**src/rtl/fetch_stage.sv**
```systemverilog
// fetch_stage: instruction-fetch stage of the WISC-15 pipeline.
//
// Owns the architectural PC. Issues word reads to instruction memory over a
// req/ack handshake and loads the IF/ID pipeline register. Fall-through
// (PC+1) is always the prediction. Redirects come from the next-PC/branch
// logic via flush/next_pc, and stalls come from the hazard unit. Fetch stops
// once a HLT instruction has entered IF/ID.
//
// Parameters:
//   RESET_PC    PC value loaded on reset
//   HLT_OPCODE  instr[15:12] value that marks a halt
//
// Ports:
//   clk, rst       clock, synchronous active-high reset
//   next_pc        redirect target, sampled only while flush=1
//   flush          squash IF/ID and any in-flight fetch, redirect to next_pc
//   stall          hold IF/ID contents
//   imem_req/addr  fetch request and word address (addr stable while req=1)
//   imem_rdata/ack instruction word and request completion (zero-wait allowed)
//   ifid_instr     IF/ID instruction
//   ifid_pc1       PC+1 of that instruction
//   ifid_valid     IF/ID holds a live instruction
//   pc             current fetch PC
//   halted         fetch is halted
//
// Optional feature (macro IF_PERF_EN): adds perf_fetch_cnt, which counts
// words written into IF/ID, and perf_squash_cnt, which counts fetched words
// that were discarded.

module fetch_stage #(
  parameter logic [15:0] RESET_PC   = 16'h0000,
  parameter logic [3:0]  HLT_OPCODE = 4'hF
) (
  input  logic        clk,
  input  logic        rst,
  input  logic [15:0] next_pc,
  input  logic        flush,
  input  logic        stall,
  output logic        imem_req,
  output logic [15:0] imem_addr,
  input  logic [15:0] imem_rdata,
  input  logic        imem_ack,
  output logic [15:0] ifid_instr,
  output logic [15:0] ifid_pc1,
  output logic        ifid_valid,
  output logic [15:0] pc,
  output logic        halted
`ifdef IF_PERF_EN
  ,
  output logic [15:0] perf_fetch_cnt,
  output logic [15:0] perf_squash_cnt
`endif
);

  typedef enum logic [1:0] {FETCH, DRAIN, HOLD, HALT} fetchState_e;

  fetchState_e state_q, state_d;
  logic [15:0] pc_q, pc_d;
  logic [15:0] redirectPc_q, redirectPc_d;
  logic [15:0] holdInstr_q, holdInstr_d;
  logic [15:0] ifidInstr_q, ifidInstr_d;
  logic [15:0] ifidPc1_q, ifidPc1_d;
  logic        ifidValid_q, ifidValid_d;

  logic        accept;
  logic [15:0] pcPlus1;
  logic        doLoad;
  logic [15:0] loadWord;

  assign accept  = !stall || !ifidValid_q;
  assign pcPlus1 = pc_q + 16'd1;

  // State register plus all datapath registers of the stage.
  always_ff @(posedge clk) begin
    if (rst) begin
      state_q      <= FETCH;
      pc_q         <= RESET_PC;
      redirectPc_q <= 16'h0000;
      holdInstr_q  <= 16'h0000;
      ifidInstr_q  <= 16'h0000;
      ifidPc1_q    <= 16'h0000;
      ifidValid_q  <= 1'b0;
    end else begin
      state_q      <= state_d;
      pc_q         <= pc_d;
      redirectPc_q <= redirectPc_d;
      holdInstr_q  <= holdInstr_d;
      ifidInstr_q  <= ifidInstr_d;
      ifidPc1_q    <= ifidPc1_d;
      ifidValid_q  <= ifidValid_d;
    end
  end

  // Next-state logic. Any flush clears ifid_valid, which gives flush priority
  // over stall. A word arriving while IF/ID is stalled is parked in holdInstr
  // so that it is neither lost nor fetched a second time.
  always_comb begin
    state_d      = state_q;
    pc_d         = pc_q;
    redirectPc_d = redirectPc_q;
    holdInstr_d  = holdInstr_q;
    ifidInstr_d  = ifidInstr_q;
    ifidPc1_d    = ifidPc1_q;
    ifidValid_d  = ifidValid_q;
    doLoad       = 1'b0;
    loadWord     = imem_rdata;

    case (state_q)
      FETCH: begin
        if (flush) begin
          ifidValid_d = 1'b0;
          if (imem_ack) begin
            pc_d = next_pc;
          end else begin
            // The old request stays outstanding; its reply is dropped in DRAIN.
            redirectPc_d = next_pc;
            state_d      = DRAIN;
          end
        end else if (imem_ack) begin
          if (accept) begin
            doLoad = 1'b1;
          end else begin
            holdInstr_d = imem_rdata;
            state_d     = HOLD;
          end
        end else if (!stall) begin
          ifidValid_d = 1'b0;
        end
      end
      DRAIN: begin
        if (flush || !stall) begin
          ifidValid_d = 1'b0;
        end
        if (imem_ack) begin
          pc_d    = flush ? next_pc : redirectPc_q;
          state_d = FETCH;
        end else if (flush) begin
          redirectPc_d = next_pc;
        end
      end
      HOLD: begin
        if (flush) begin
          ifidValid_d = 1'b0;
          pc_d        = next_pc;
          state_d     = FETCH;
        end else if (accept) begin
          doLoad   = 1'b1;
          loadWord = holdInstr_q;
        end
      end
      HALT: begin
        if (flush) begin
          ifidValid_d = 1'b0;
          pc_d        = next_pc;
          state_d     = FETCH;
        end else if (!stall) begin
          ifidValid_d = 1'b0;
        end
      end
      default: state_d = FETCH;
    endcase

    if (doLoad) begin
      ifidInstr_d = loadWord;
      ifidPc1_d   = pcPlus1;
      ifidValid_d = 1'b1;
      pc_d        = pcPlus1;
      state_d     = (loadWord[15:12] == HLT_OPCODE) ? HALT : FETCH;
    end
  end

  // Output logic. The request is forced low during the reset cycle.
  always_comb begin
    imem_req = !rst && ((state_q == FETCH) || (state_q == DRAIN));
    halted   = (state_q == HALT);
  end

  assign imem_addr  = pc_q;
  assign pc         = pc_q;
  assign ifid_instr = ifidInstr_q;
  assign ifid_pc1   = ifidPc1_q;
  assign ifid_valid = ifidValid_q;

`ifdef IF_PERF_EN
  logic        squashEvent;
  logic [15:0] perfFetch_q, perfSquash_q;

  // A fetched word is discarded when it returns alongside a flush, when it
  // returns in DRAIN, or when it is thrown away from HOLD.
  assign squashEvent = ((state_q == FETCH) && flush && imem_ack) ||
                       ((state_q == DRAIN) && imem_ack) ||
                       ((state_q == HOLD) && flush);

  // Performance counters. They wrap naturally at 16 bits.
  always_ff @(posedge clk) begin
    if (rst) begin
      perfFetch_q  <= 16'h0000;
      perfSquash_q <= 16'h0000;
    end else begin
      if (doLoad)      perfFetch_q  <= perfFetch_q + 16'd1;
      if (squashEvent) perfSquash_q <= perfSquash_q + 16'd1;
    end
  end

  assign perf_fetch_cnt  = perfFetch_q;
  assign perf_squash_cnt = perfSquash_q;
`endif

endmodule

```
**config.mk**
```make
export PLATFORM = sky130hd
export DESIGN_NAME = fetch_stage
export DESIGN_NICKNAME = d
export VERILOG_FILES = /design/src/rtl/fetch_stage.sv
export SDC_FILE = /design/constraint.sdc
export NUM_CORES = 1
export LEC_CHECK = 0
export ABC_AREA = 0
export CAP_MARGIN = 20
export CORE_UTILIZATION = 45
export CTS_CLUSTER_DIAMETER = 150
export DETAILED_ROUTE_END_ITERATION = 7
export PLACE_DENSITY = 0.85
export SYNTH_ARGS = -nofsm -noshare
export SYNTH_HDL_FRONTEND = slang
export SYNTH_SLANG_ARGS = --single-unit
```
**constraint.sdc**
```tcl
create_clock -name clk -period 2.2 [get_ports clk]
set_input_delay 0.44 -clock clk [delete_from_list [all_inputs] [get_ports clk]]
set_output_delay 0.44 -clock clk [all_outputs]
set_load 0.02 [all_outputs]
```
Word level (Yosys, flattened, before mapping)
Cells that the tools add are included.
{ "word_totals": {"elab_cells": 77, "output_inout_bits": 67, "input_bits": 37, "register_bits": 83} }
{ "op_classes": {"n_reduce_logical": 15, "addsub": 1, "bitwise_logic": 1, "eq_ne": 17, "mux": 36} }
{ "ops": {"columns": ["cell", "n"], "rows": [
  ["2-to-1 mux 16 bit", 12],
  ["case mux 16 bit (3 select lines)", 1],
  ["case mux 16 bit (2 select lines)", 1],
  ["adder 16 x 1 -> 16 bit, second input constant", 1],
  ["2-to-1 mux 2 bit", 8],
  ["inequality test 4 bit, second input constant", 4],
  ["inequality test 3 bit, second input constant", 5],
  ["2-to-1 mux 1 bit", 11],
  ["AND reduction 4 bit", 2],
  ["inequality test 2 bit, second input constant", 3],
  ["case mux 2 bit (3 select lines)", 1],
  ["AND reduction 3 bit", 2],
  ["AND reduction 5 bit", 1],
  ["== test 2 bit, second input constant", 2],
  ["== test 4 bit, second input constant", 1],
  ["case mux 1 bit (4 select lines)", 1],
  ["zero test 1 bit", 3],
  ["logical OR 1 bit", 3],
  ["inequality test 3 x 1 -> 1 bit, second input constant", 1],
  ["== test 2 x 1 -> 1 bit, second input constant", 1],
  ["zero test 2 bit", 1],
  ["case mux 1 bit (2 select lines)", 1],
  ["nonzero test 2 bit", 1],
  ["OR reduction 2 bit", 1],
  ["other kinds (2)", 2]
]} }

Longest topological paths before layout
Gate-level depths: netlist of the first run.
{ "logic_depth": {"depth_word": 8, "depth_mapped": 9, "ltp_nobuf": 7} }

Worst setup path before layout of the first run
Ideal clock, no wire load.
{ "synth_timing": {"path_kind": "register -> register", "start": "register pc_q[0] (netlist: imem_addr[0])", "end": "register pc_q[10] (netlist: imem_addr[10])", "period_less_slack_ps": 1854, "path_stages_with_launch": 7, "slack_ps": 346, "arrival_ps": 1738, "required_ps": 2084, "setup_time_ps": 116, "n_path_buf": 0, "path_cell_list": "dfxtp_1 > ha_1 > nand2_1 > or4_4 > nand2_1 > a211oi_1 > a31o_1"} }
{ "synth_between": {"elab_chain_cells": 2} }
{ "synth_rtl": {"columns": ["item", "line_no", "text"], "rows": [
  ["start, declared", "58", "logic [15:0] pc_q, pc_d;"],
  ["start signal, assigned", "85", "pc_q <= pc_d;"],
  ["adder 16 x 1 -> 16 bit", "71", "assign pcPlus1 = pc_q + 16'd1;"],
  ["2-to-1 mux 16 bit", "163", "if (doLoad) begin"]
]} }
No other way between the ends.
A chain may end at the register's enable or synchronous reset.

Worst setup path in the final report of the first run
{ "layout_timing": {"start": "register state_q[0]", "end": "register pc_q[9] (netlist: imem_addr[9])"} }
{ "layout_between": {"elab_chain_cells": 4, "elab_cells_between_ends": 13, "classes_between": "eq/ne: 7; mux: 3; reduce/logical: 3"} }
{ "layout_rtl": {"columns": ["item", "line_no", "text"], "rows": [
  ["start, declared", "57", "fetchState_e state_q, state_d;"],
  ["start signal, assigned", "84", "state_q <= state_d;"],
  ["== test 2 bit / zero test 2 bit (equally long branches)", "108", "case (state_q)"],
  ["case mux 1 bit (2 select lines) / OR reduction 2 bit (equally long branches)", null, null],
  ["inequality test 3 bit (no line), or another cell as far along", null, null],
  ["AND reduction 4 bit (no line) / 2-to-1 mux 16 bit (equally long branches)", null, null]
]} }
Parallel ways exist; a longest one is shown, timed or not.

==> results of run 1 <==
-- worst max-delay path, cell delays in order, from the launching register on --
cell and delay [ps]:
dfxtp_1 410, inv_1 110, ha_1 270, nor2_1 180
o21a_1 240, o21a_2 340, o21ai_0 180, a211oi_2 240
-- power by group through the flow --
stage | combinational (mW) | clock, mW | sequential, mW
floorplan | 1.06 | 0 | 2.16
global placement | 2.00 | 0 | 1.98
detailed placement | 2.05 | 0 | 1.99
CTS | 2.06 | 1.18 | 1.95
global route | 2.21 | 1.25 | 1.99
finish | 2.07 | 1.17 | 1.96
-- synthesized netlist by cell type (all sizes together), types with 3 or more instances --
library cell | number | area, um^2
buf | 39 | 245
o22ai | 6 | 37.5
xor2 | 5 | 43.8
mux2 | 4 | 45.0
a311oi | 17 | 149
o21ai | 29 | 156
nand4 | 10 | 62.6
clkbuf | 13 | 48.8
nand2b | 3 | 18.8
nand2 | 81 | 309
nor2 | 52 | 195
nor4 | 6 | 56.3
inv | 8 | 30.0
nand3 | 34 | 175
ha | 6 | 75.1
a21oi | 51 | 255
xnor2 | 6 | 52.6
nor3 | 5 | 30.0
dfxtp | 83 | 1660
o21a | 3 | 23.8
mux2i | 18 | 180
a211oi | 13 | 103
-- per-stage QoR --
stage	setup TNS, ps	hold WS (ps)	setup WS, ps
finish	0	460	150
global route	0	480	64.2
CTS	0	461	32.4
detailed placement	-255	449	-64.0
global placement	-11.2	440	-10.6
floorplan	0	434	346
-- registers in the layout, summed over array words and instances (netlist names) --
register,cells
imem_addr,16
state_q,2
ifid_valid,1
holdInstr_q,16
ifid_instr,16
redirectPc_q,16
ifid_pc1,16
-- routing by layer --
metal  part of all wire [%]  GRT usage [%]  vias to the layer above
met5                      0              0                        -
met1                     44           33.0                     1901
li1                       -              -                     1964
met4                    1.4           6.79                        0
met3                    7.0           4.75                       17
met2                     47           38.9                      166
-- what timing repair did --
item                                    CTS  global route
hold endpoints to repair                  0             0
endpoints found under the setup margin    1             1
gates resized for setup                   1             3
pin swaps                                 0             0
gates cloned                              0             0
-- worst min-delay path by stage --
stage | start | to | slack, ps
5_1_grt | holdInstr_q[2] | holdInstr_q[2] | 480
3_3_place_gp | redirectPc_q[4] | redirectPc_q[4] | 440
6_report | redirectPc_q[13] | redirectPc_q[13] | 460
4_1_cts | redirectPc_q[3] | redirectPc_q[3] | 460
2_1_floorplan | redirectPc_q[12] | redirectPc_q[12] | 430
3_5_place_dp | redirectPc_q[3] | redirectPc_q[3] | 450
-- kinds of logic after synthesis --
kind of cell	Yosys count	share of synthesized area, %
fa+ha+maj	6	1.83
buf+inv	60	7.92
mux	22	5.50
xor+xnor	11	2.35
compound gates	127	19.3
simple gates	201	22.5
flops	83	40.6
-- cells in the final DEF, fill, tap and decap left out, drive strengths merged, types with 2 or more instances in the layout --
master / Yosys / routed
clkinv: 0 / 2
xor2: 5 / 5
dfxtp: 83 / 83
mux2: 4 / 4
mux2i: 18 / 18
nor4: 6 / 6
o21a: 3 / 3
nor3: 5 / 5
clkdlybuf4s50: 0 / 101
and3: 2 / 2
o21ai: 29 / 29
a211oi: 13 / 13
nor2: 52 / 52
o22ai: 6 / 6
nor2b: 2 / 2
nand3: 34 / 34
ha: 6 / 6
a21o: 2 / 2
a311oi: 17 / 17
or3: 2 / 2
nand2b: 3 / 3
clkbuf: 13 / 10
inv: 8 / 11
buf: 39 / 28
nand2: 81 / 81
xnor2: 6 / 6
a21oi: 51 / 51
nand4: 10 / 10
-- cell type report --
class,count,area share [%]
Clock buffer,9,2.29
Timing Repair Buffer,130,23.1
Tap cell,108,2.50
Sequential cell,83,30.8
Inverter,8,0.556
Clock inverter,7,1.55
Multi-Input combinational cell,367,39.2
==> metrics.md, run 1 <==
| Metric | Value |
|---|---|
| Core area | `between 8000 and 9000 um^2` |
| CTS H-tree depth | `3` |
| Vias in the first global route | `3814` |
| Sequential fraction of the synthesis area | `40.6%` |
| Clock insertion delay at the later pin of the skew report | `370 ps` |
| GRT Util Overall | `24.2%` |
| Largest fanout on the critical path | `15` |
| Switching share of power | `about two fifths` |
| Dpl cells | `696` |
| Routed wire length | `11600 um` |
| Critical path type | `flop to flop` |
| FF+latch area | `1660 um^2` |
| Critical R2R Launch | `state_q[0]` |
| Largest net degree at the start of global routing | `67` |
| Ys async rst share | `0%` |
| First-pass GRT wire length | `18900 um` |
| CP Data Required Time | `2490 ps` |
| Maximum operating frequency | `0.488 GHz` |
| Initial DRT Pass Iterations | `6` |
| Residual DRC | `0` |
| PortBufs | `103` |
| Hold Buf Count CTS | `0` |
| CP endpoint kind | `flop` |
| Root buffer cell | `clkbuf_8` |
| R2r worst-path depth | `7` |
| Fin. max-slew vios | `0` |
| Reg clk slew, reported paths | `90 ps` |
| Reg2Reg Setup Slack | `150 ps` |
| Final GP Congestion | `0.932` |
| Worst vdd rail ir drop | `around 0.53 mV` |
| Endpoints failing setup | `0` |
| Worst Tran Pin Value | `between 700 and 800 ps` |
| Via count | `4048` |
| ANT nets after route | `0` |
| Mapped cell area | `4090 um^2` |
| CTS tree | `yes` |
| Full die area | `roughly 9500 um^2` |
| Area grow syn2layout | `31.8%` |
| Antenna Cells | `0` |
| Post-CTS setup buffer count | `0` |
| Placed cell area | `5190 um^2` |
| Post-synth EDFFs | `0` |
| Cell depth of the worst hold path | `2` |
| Sequential Power Share | `a little under two fifths` |
| Finished Core Util | `61.6%` |
| Non-Filler Instances | `712` |
| Status | `finished, final reports clean` |
| Post-synth net total | `553` |
| Row Count | `34` |
| Cell count after synthesis | `510` |
| CP Launch Point | `state_q[0]` |
| NumNets Final | `642` |
| CTS Buffer Depth | `2` |
| Slew HR | `between 50% and 60%` |
| Startpoint types | `flop` |
| Die width | `97.4 um` |
| Synthesized flop and latch total | `83` |
| Internal | `3.19 mW` |
| Leakage | `just over 2 nW` |
| Setup crit end | `imem_addr[9]` |
| Worst R2R End | `imem_addr[9]` |
| Fin area | `5400 um^2` |
| Hold/Removal Path Class | `flop to flop` |
| Via density | `5.69` |
| Min Tclk post-route | `just over 2000 ps` |
| Starting DRT DRC Count | `355` |
| Share of cells above drive strength 1 | `10.4%` |
| Sink Count | `83` |
| Comb power frac | `around 40%` |
| Total gr overflow | `0` |
| I/O pin cnt | `104` |
| Post-synthesis cell type count | `48` |
| Worst Skew | `9.77 ps` |
| Die height | `97.4 um` |
| Max Cap Violations | `0` |
| Pwr Density | `963 nW/um^2` |
| Effective utilization at floorplan | `46.7%` |
| RSZ-0062 raised after global routing | `no` |
| Initial antenna violation count | `0` |
| Switching power total | `2.01 mW` |
| Syn Area/Cell | `8.03 um^2` |
| Clock power frac | `22.4%` |
| Number of fill cells | `~740` |
| Area of the multi-input gates | `2110 um^2` |
| CTS buffer count | `9` |
| Most used DFF post-synth | `dfxtp_1` |
| Yosys warns | `0` |
| Tot Pwr | `5.20 mW` |
| Final Cycle Share | `93.2%` |
| Fin. Hold Viols | `0` |
| WP data arrival | `2340 ps` |
| DP Wirelength | `8010 um` |
| Avg WL per Cell | `~16 um` |
Power figures use the tool's default switching activity.
==> run 2, diff against run 1 <==
--- a/config.mk
+++ b/config.mk
@@ -8,9 +8,11 @@
 export ABC_AREA = 0
 export CAP_MARGIN = 20
 export CORE_UTILIZATION = 45
-export CTS_CLUSTER_DIAMETER = 150
+export CTS_CLUSTER_DIAMETER = 60
 export DETAILED_ROUTE_END_ITERATION = 7
+export HOLD_SLACK_MARGIN = 0.15
 export PLACE_DENSITY = 0.85
+export RECOVER_POWER = 25
 export SYNTH_ARGS = -nofsm -noshare
 export SYNTH_HDL_FRONTEND = slang
 export SYNTH_SLANG_ARGS = --single-unit
==> run 2 against run 1 <==
Via count is 0.30% lower. Clock power hardly changed. Flip-flop and latch count stayed put. Critical endpoint is now imem_addr[2].
==> metrics.md, run 2 (synthesis gave the netlist of run 1 again) <==
| Metric | Value |
|---|---|
| Worst vdd rail ir drop | `0.529 mV (+0.18%)` |
| Final worst slack | `153 ps (+3.19 ps)` |
| Area grow syn2layout | `31.7%` |
| Aggregate negative setup slack | `0 ps (unchanged)` |
| Status | `finished, final reports clean` |
| Startpoint types | `flop` |
| Critical path type | `flop to output port` |
| First-pass GRT wire length | `18900 um (unchanged)` |
| Die height | `97.4 um (unchanged)` |
| Total gr overflow | `0 (unchanged)` |
| Worst path bufs/invs | `1 (unchanged)` |
| Avg WL per Cell | `16.1 um (-0.93%)` |
| Worst-path cell chain | `clkdlybuf4s50_1` |
| Via count | `4036 (-0.30%)` |
| DP Wirelength | `8010 um (unchanged)` |
| Residual DRC | `0 (unchanged)` |
| Hold/Removal Path Class | `flop to flop` |
| Endpoints failing setup | `0 (unchanged)` |
| GRT Util Overall | `24.2% (unchanged)` |
| Antenna Cells | `0 (unchanged)` |
| CTS tree | `yes` |
| WP data arrival | `1610 ps (-730 ps)` |
| Root buffer cell | `clkbuf_8` |
| Non-Filler Instances | `712 (unchanged)` |
| Initial antenna violation count | `0 (unchanged)` |
| Number of fill cells | `743 (+0.27%)` |
| Worst path slowest cell | `clkdlybuf4s50_1` |
| Tot Pwr | `5.17 mW (-0.58%)` |
| NumNets Final | `642 (unchanged)` |
| Reg clk slew, reported paths | `90 ps (about the same)` |
| Most frequent cells in the layout | `clkdlybuf4s50_1, dfxtp_1, nand2_1` |
| Internal | `3.18 mW (-0.56%)` |
| Fin. Hold Viols | `0 (unchanged)` |
| ANT nets after route | `0 (unchanged)` |
| Die width | `97.4 um (unchanged)` |
| Routed wire length | `11500 um (-0.93%)` |
| Switching power total | `1.99 mW (-0.62%)` |
| Starting DRT DRC Count | `387 (+9.0%)` |
| CP endpoint kind | `output port` |
| Via density | `5.67 (-0.30%)` |
| Commonest non-fill, non-tap cell in the layout | `clkdlybuf4s50_1` |
| PortBufs | `103 (unchanged)` |
| CTS Buffer Depth | `2 (unchanged)` |
| Placed cell area | `5190 um^2 (unchanged)` |
| Sink Count | `83 (unchanged)` |
| Final GP Congestion | `0.932 (unchanged)` |
| Largest net degree at the start of global routing | `67 (unchanged)` |
| Largest fanout on the critical path | `9 (-6)` |
| FF+latch area | `1660 um^2 (unchanged)` |
| Clock power frac | `22.5% (about the same)` |
| Cell family with most CP delay | `buffers and inverters` |
| I/O pin cnt | `104 (unchanged)` |
| Maximum operating frequency | `0.489 GHz (+0.16%)` |
| Max incr delay on CP | `680 ps (+270 ps)` |
| Place WS | `-64.0 ps (unchanged)` |
| Clock insertion delay at the later pin of the skew report | `360 ps (about the same)` |
| Area of the multi-input gates | `2110 um^2 (-0.12%)` |
| Final Cycle Share | `93.0% (-0.15 points)` |
| Core area | `8760 um^2 (unchanged)` |
| CP Data Required Time | `1760 ps (-730 ps)` |
| Min Tclk post-route | `2050 ps (-3.19 ps)` |
| Slew HR | `53.0% (about the same)` |
| Effective utilization at floorplan | `46.7% (unchanged)` |
| CTS H-tree depth | `3 (unchanged)` |
| Share of cells above drive strength 1 | `10.3% (-0.17 points)` |
| Fin. max-slew vios | `0 (unchanged)` |
| RSZ-0062 raised after global routing | `no` |
| Fin area | `5390 um^2 (-0.14%)` |
| Dpl cells | `696 (unchanged)` |
| Comb power frac | `39.6% (-0.2 points)` |
| Sequential Power Share | `37.9% (+0.2 points)` |
| Leakage | `2.07 nW (+1.6%)` |
| Worst Skew | `9.22 ps (-0.548 ps)` |
| Full die area | `9480 um^2 (unchanged)` |
| Switching share of power | `38.6% (about the same)` |
| Initial DRT Pass Iterations | `7 (+1)` |
| Worst Tran Pin Value | `705 ps (+0.702 ps)` |
| Pwr Density | `959 nW/um^2 (-0.44%)` |
| Vias in the first global route | `3814 (unchanged)` |
| Row Count | `34 (unchanged)` |
| CTS buffer count | `9 (unchanged)` |
| Hold Buf Count CTS | `0 (unchanged)` |
| Max Cap Violations | `0 (unchanged)` |
[run 2: changes by cell type in the layout (fill, tap and decap cells not counted), sizes merged]
| cell | before | now |
|---|---|---|
| clkdlybuf4s50 | 101 | 88 |
| buf | 28 | 26 |
| clkbuf | 10 | 12 |
| dlygate4sd3 | 0 | 13 |
[run 2: metrics by stage]
stage	hold WS, ps	util, %
after global placement	440	59.3
after CTS	461	61.6
after floorplan	434	-
final	463	61.5
after global routing	480	61.5
after detailed placement	449	59.3
[run 2: repair_timing]
| item | CTS | global route |
|---|---|---|
| resized for setup | 1 | 3 |
| buffers inserted | 0 | 0 |
| endpoints found under the setup margin | 1 | 1 |
[run 2: worst paths after layout]
path / startpoint / end / slack [ps] / cells after the start
hold / removal: ifid_pc1[1] / ifid_pc1[1] / 460 / 2
hold reg to reg: ifid_pc1[1] / ifid_pc1[1] / 460 / 2
setup / recovery: imem_addr[2] / imem_addr[2] / 150 / 1
setup reg to reg: state_q[0] / imem_addr[9] / 160 / 7
[run 2: final cells by class]
cell class / count / share of cell area (%)
Clock buffer: 9 / 2.30
Timing Repair Buffer: 130 / 23.1
Clock inverter: 7 / 1.56
Inverter: 8 / 0.557
Multi-Input combinational cell: 367 / 39.2
Sequential cell: 83 / 30.8
Tap cell: 108 / 2.51
[run 2: per-layer routing]
| metal | vias up | wire, um | share of wire, % | track usage [%] |
|---|---|---|---|---|
| met4 | 0 | 147 | 1.3 | 6.79 |
| met3 | 14 | 718 | 6.3 | 4.75 |
| li1 | 1965 | - | - | - |
| met5 | - | 0 | 0 | 0 |
| met1 | 1899 | 5130 | 45 | 33.0 |
| met2 | 158 | 5460 | 48 | 38.9 |
[run 2: power groups by stage]
stage	registers (mW)	logic, mW	clock network (mW)
after global placement	1.98	2.00	0
final	1.96	2.05	1.16
after floorplan	2.16	1.06	0
after CTS	1.95	2.06	1.18
after global routing	1.99	2.19	1.25
after detailed placement	1.99	2.05	0
